### src/rtl/um_program_loader.sv
// um_program_loader
// Boot-time loader that fills memory array 0 with a UM program before the
// control unit starts. It takes a byte stream over a valid/ready handshake.
// The stream is a 4-byte big-endian word count followed by the program
// words, each big-endian. Every 4 bytes are packed into a 32-bit word and
// written to array 0 with a single mode=01 cycle on the mem_in bus.
//
// The mem_in bus is flattened into four ports:
//   mem_in_mode, mem_in_address, mem_in_offset, mem_in_data.
//
// Ports:
//   clk            in   system clock
//   reset_n        in   asynchronous active-low reset
//   start          in   single-cycle pulse; begins a load from IDLE only
//   in_valid       in   in_data carries a valid byte
//   in_data[7:0]   in   stream byte, most significant byte of a word first
//   in_ready       out  a byte is accepted this cycle (HDR/DATA)
//   mem_in_mode    out  2'b01 = write, 2'b00 = idle (registered)
//   mem_in_address out  array index, always 0 (registered)
//   mem_in_offset  out  word offset within array 0 (registered)
//   mem_in_data    out  word to write (registered)
//   bus_enable     out  enable for this block's mem_in_bus_buf
//   cu_reset       out  holds control_unit in reset; low only in DONE
//   done           out  program fully written
//   error          out  header exceeded MAX_WORDS
//   words_loaded   out  number of words written so far
//
// state | meaning
// IDLE  | waiting for start
// HDR   | assembling the 4-byte word count
// DATA  | assembling program words and issuing writes
// DONE  | load complete, control unit released (sticky)
// ERR   | word count too large (sticky)

module um_program_loader #(
  parameter logic [31:0] MAX_WORDS = 32'd65536
) (
  input  logic        clk,
  input  logic        reset_n,
  input  logic        start,
  input  logic        in_valid,
  input  logic [7:0]  in_data,
  output logic        in_ready,
  output logic [1:0]  mem_in_mode,
  output logic [31:0] mem_in_address,
  output logic [31:0] mem_in_offset,
  output logic [31:0] mem_in_data,
  output logic        bus_enable,
  output logic        cu_reset,
  output logic        done,
  output logic        error,
  output logic [31:0] words_loaded
);

  typedef enum logic [2:0] {IDLE, HDR, DATA, DONE, ERR} state_t;

  state_t      state, state_nxt;
  logic [31:0] word;
  logic [31:0] len;
  logic [1:0]  byte_cnt;
  logic        accept;
  logic        word_end;
  logic        write_cyc;
  logic [31:0] assembled;

  // Status outputs depend only on the state register, so the handshake
  // never loops back through the next-state logic.
  assign in_ready   = (state == HDR) || (state == DATA);
  assign bus_enable = in_ready;
  assign done       = (state == DONE);
  assign error      = (state == ERR);
  assign cu_reset   = (state != DONE);

  assign accept    = in_valid && in_ready;
  assign assembled = {word[23:0], in_data};
  assign word_end  = accept && (byte_cnt == 2'd3);
  assign write_cyc = (mem_in_mode == 2'b01);

  always_ff @(posedge clk or negedge reset_n) begin
    if (!reset_n) state <= IDLE;
    else          state <= state_nxt;
  end

  always_comb begin
    state_nxt = state;
    case (state)
      IDLE: if (start) state_nxt = HDR;
      HDR: begin
        if (word_end) begin
          if (assembled == 32'd0)           state_nxt = DONE;
          else if (assembled > MAX_WORDS)   state_nxt = ERR;
          else                              state_nxt = DATA;
        end
      end
      // The final write cycle is on the bus now; leave DATA as it ends.
      DATA: if (write_cyc && (words_loaded + 32'd1 == len)) state_nxt = DONE;
      DONE: state_nxt = DONE;
      ERR:  state_nxt = ERR;
      default: state_nxt = IDLE;
    endcase
  end

  always_ff @(posedge clk or negedge reset_n) begin
    if (!reset_n) begin
      word           <= '0;
      byte_cnt       <= '0;
      len            <= '0;
      words_loaded   <= '0;
      mem_in_mode    <= 2'b00;
      mem_in_address <= '0;
      mem_in_offset  <= '0;
      mem_in_data    <= '0;
    end else begin
      mem_in_mode <= 2'b00;
      if ((state == IDLE) && start) begin
        word     <= '0;
        byte_cnt <= '0;
      end
      // A gap in in_valid holds both the partial word and the byte count.
      if (accept) begin
        word     <= assembled;
        byte_cnt <= byte_cnt + 2'd1;
      end
      if ((state == HDR) && word_end) len <= assembled;
      // The write cycle overlaps assembly of the next word, which cannot
      // complete before this one has left the bus.
      if ((state == DATA) && word_end) begin
        mem_in_mode    <= 2'b01;
        mem_in_address <= '0;
        mem_in_offset  <= words_loaded;
        mem_in_data    <= assembled;
      end
      if (write_cyc) words_loaded <= words_loaded + 32'd1;
    end
  end

endmodule
### config.mk
export PLATFORM = sky130hd
export DESIGN_NAME = um_program_loader
export DESIGN_NICKNAME = d
export VERILOG_FILES = /design/src/rtl/um_program_loader.sv
export SDC_FILE = /design/constraint.sdc
export NUM_CORES = 1
export LEC_CHECK = 0
export CELL_PAD_IN_SITES_DETAIL_PLACEMENT = 1
export CELL_PAD_IN_SITES_GLOBAL_PLACEMENT = 1
export CORE_ASPECT_RATIO = 0.9
export CORE_MARGIN = 2
export CORE_UTILIZATION = 42
export CTS_CLUSTER_DIAMETER = 30
export CTS_CLUSTER_SIZE = 40
export DETAILED_ROUTE_END_ITERATION = 6
export PLACE_DENSITY_LB_ADDON = 0.3
export RECOVER_POWER = 25
export REMOVE_ABC_BUFFERS = 1
export SLEW_MARGIN = 5
export SYNTH_ARGS = -nofsm -noshare
export SYNTH_HDL_FRONTEND = slang
export SYNTH_SLANG_ARGS = --single-unit
### constraint.sdc
create_clock -name clk -period 2.7 [get_ports clk]
set_input_delay 0.54 -clock clk [delete_from_list [all_inputs] [get_ports clk]]
set_output_delay 0.54 -clock clk [all_outputs]
set_load 0.01 [all_outputs]
==> results.sh <==
export IMPL_status="finished with violations"
export IMPL_violations="max-capacitance violations, max-slew violations"
export IMPL_power_density_nw_per_um2=532
export IMPL_tritoncts="built"
export IMPL_num_io_pins=147
export IMPL_rows=46
export IMPL_drtPass1Iterations=4
export IMPL_yosysTopAreaCell="dfrtp_1"
export IMPL_gr_usage_all_layers=0.216
export IMPL_slew_violations=30
export IMPL_drive_gt1_frac=0.234
export IMPL_p_leak_nw=4.43
export IMPL_finClkSkew_ns=0.0147
export IMPL_cp_buffers_inverters=1
export IMPL_ys_top_cells_by_area="dfrtp_1 52%, mux2_2 15%, xnor2_1 5.8%"
export IMPL_grt_pass1_wl_um=32600
export IMPL_avgSynthCellArea_um2=12.2
export IMPL_slew_headroom=-0.119
export IMPL_crit_arrival_ns=2.05
export IMPL_period_share=0.960
export IMPL_synth_edf_count=0
export IMPL_post_cts_buffers=0
export IMPL_root_buffer="clkbuf_16"
export IMPL_drt_iter0_drc=362
export IMPL_fill_cells=1834
export IMPL_io_buffers=113
export IMPL_synth_cell_types=54
export IMPL_swShare=0.218
export IMPL_hold_ws_ns=0.503
export IMPL_crit_type="flop to output pin"
export IMPL_die_y_um=131
export IMPL_peakVddDrop_mv=0.429
export IMPL_syn_to_final_growth_pct=27.2
export IMPL_htreeDepth=4
export IMPL_critPathMaxFanout=9
export IMPL_synthArstFlopShare=1.00
export IMPL_grt_max_degree=79
export IMPL_wire_per_inst_um=19.8
export IMPL_wl_um=19800
export IMPL_cp_depth=3
export IMPL_cts_buffers=17
export IMPL_tns_ns=0
export IMPL_grt_remaining_overflow=0
export IMPL_place_area_um2=8950
export IMPL_cp_top_family="buffers and inverters"
export IMPL_reg2reg_depth=7
export IMPL_worst_pin_slew_ns=1.68
export IMPL_multi_input_area_um2=3240
export IMPL_period_minus_slack_ns=2.59
export IMPL_antenna_cells=0
export IMPL_via_count=5288
export IMPL_slowest_stage="clkdlybuf4s50_1"
export IMPL_cts_buffer_depth=2
export IMPL_worstSkewPairLatency_ns=0.43
export IMPL_comb_power_share=0.022
export IMPL_netlist_area_um2=7550
export IMPL_ys_seq_elements=158
export IMPL_p_clk_frac=0.514
export IMPL_rsz0062_at_grt="no"
export IMPL_synth_seq_area_share=0.524
export IMPL_most_common_layout_cells="158 x dfrtp_1, 112 x clkdlybuf4s50_1, 98 x mux2_2, 50 x xnor2_1, 33 x conb_1"
export IMPL_die_w_um=145
export IMPL_hold_path_class="flop to flop"
export IMPL_worstPathRequired_ns=2.16
export IMPL_ant_nets=0
export IMPL_syn_inst=621
export IMPL_cap_violations=1
export IMPL_dp_hpwl_um=14200
export IMPL_via_per_inst=5.29
export IMPL_p_sw_mw=1.11
export IMPL_core_um2=17600
export IMPL_drc=0
export IMPL_p_seq_frac=0.464
export IMPL_startpoint_type="flop"
export IMPL_final_area_um2=9600
export IMPL_stdcell_count=1000
export IMPL_slowest_delay_ns=0.60
export IMPL_final_common_cell="dfrtp_1"
export IMPL_synthFlopType="dfrtp_1"
export IMPL_cts_sinks=158
export IMPL_seq_area_um2=3950
export IMPL_max_freq_mhz=386
export IMPL_setup_worst_path_end_class="output pin"
export IMPL_clkTransAtPathRegs_ns=0.07
export IMPL_yosys_warnings=0
export IMPL_die_area_um2=19100
export IMPL_gp_congestion=0.890
export IMPL_grt_pass1_vias=5733
export IMPL_hold_viol=0
export IMPL_place_inst=967
export IMPL_crit_chain="nand2b_1 -> a21oi_1 -> clkdlybuf4s50_1"
export IMPL_setup_viol=0
export IMPL_synth_top_area_frac=0.524
export IMPL_hold_path_depth=1
export IMPL_start_util=0.429
export IMPL_p_int_mw=3.99
export IMPL_finalNetCount=761
export IMPL_grt_antenna_before_repair=0
## path summary, 6_finish.rpt
path	start	slack [ns]	end
setup / recovery	state[0]	0.11	in_ready
hold / removal	mem_in_offset[18]	0.50	mem_in_offset[18]
setup reg to reg	words_loaded[7]	0.19	state[0]
hold reg to reg	mem_in_offset[18]	0.50	mem_in_offset[18]
max in group asynchronous	reset_n	0.40	mem_in_offset[19]
min in group asynchronous	reset_n	1.09	mem_in_data[5]
## synth_stat cells (2+ instances only)
cell / n
nor2_1: 20
buf_6: 7
and2_1: 3
nor4_2: 3
buf_4: 37
a41oi_1: 2
nor2b_1: 3
a22o_1: 25
inv_1: 4
nor3_1: 10
o211ai_1: 3
nand2b_1: 4
clkbuf_1: 21
and4_1: 3
nand2_1: 29
or2_2: 2
xnor2_1: 50
nor4_1: 11
mux2_2: 98
a31oi_1: 2
nand4_1: 20
a21oi_1: 10
xor2_1: 25
or3_1: 2
nor4b_1: 2
and3_2: 2
o21ai_0: 2
buf_2: 9
ha_1: 2
a211oi_1: 4
nand4b_1: 2
dfrtp_1: 158
nand3_1: 20
and3_1: 6
## power groups by stage
stage	combinational, mW	clock (mW)	sequential [mW]
final	0.114	2.62	2.37
after CTS	0.119	2.67	2.37
after global placement	0.113	0	2.41
after global routing	0.129	2.77	2.37
after floorplan	0.0243	0	2.41
after detailed placement	0.118	0	2.41
## metrics by stage
stage | util | power [mW] | worst slack, ns
floorplan | - | 2.44 | -3.07
global placement | 0.508 | 2.52 | -0.111
detailed placement | 0.508 | 2.53 | -0.234
CTS | 0.545 | 5.15 | 0.109
global route | 0.545 | 5.27 | 0.00612
finish | 0.545 | 5.11 | 0.109
## cell type report
cell class | count | area share
Clock buffer | 19 | 0.0461
Multi-Input combinational cell | 416 | 0.338
Timing Repair Buffer | 150 | 0.151
Clock inverter | 13 | 0.0209
Tap cell | 240 | 0.0313
Inverter | 4 | 0.00156
Sequential cell | 158 | 0.412
## registers in the layout, indices dropped and copies added, names as in the netlist
signal	flops
byte_cnt	2
len	32
mem_in_mode	1
mem_in_data	32
word	24
state	3
mem_in_offset	32
words_loaded	32
## logic make-up after synthesis
family | count (synthesis) | share of synthesized area
adder cells (fa/ha/maj) | 2 | 0.00331
AND/OR/NAND/NOR | 150 | 0.114
AO/OA/AOI/OAI | 57 | 0.0574
other | 1 | 0.000497
buffers and inverters | 79 | 0.0661
multiplexers | 99 | 0.148
XOR/XNOR | 75 | 0.0870
flip-flops | 158 | 0.524
## routing by layer
layer,global-route usage,wire (um),vias to the layer above
met4,0.0719,390,0
met1,0.287,8970,2696
met5,0,0,-
li1,-,-,2394
met3,0.0465,834,33
met2,0.354,9580,165
## worst register-to-register path: stages, from the launching register on
cell,delay [ns]
dfrtp_1,0.60
nand4_1,0.26
nor4_4,0.49
nand3_1,0.22
nor2_1,0.18
o21ai_0,0.12
a211oi_1,0.39
a31o_1,0.21
## what timing repair did
action,in CTS,in global routing
setup endpoints to repair,0,1
hold buffers,1,0
hold endpoints to repair,28,0
gates resized for setup,0,2
Power figures use the tool's default switching activity.
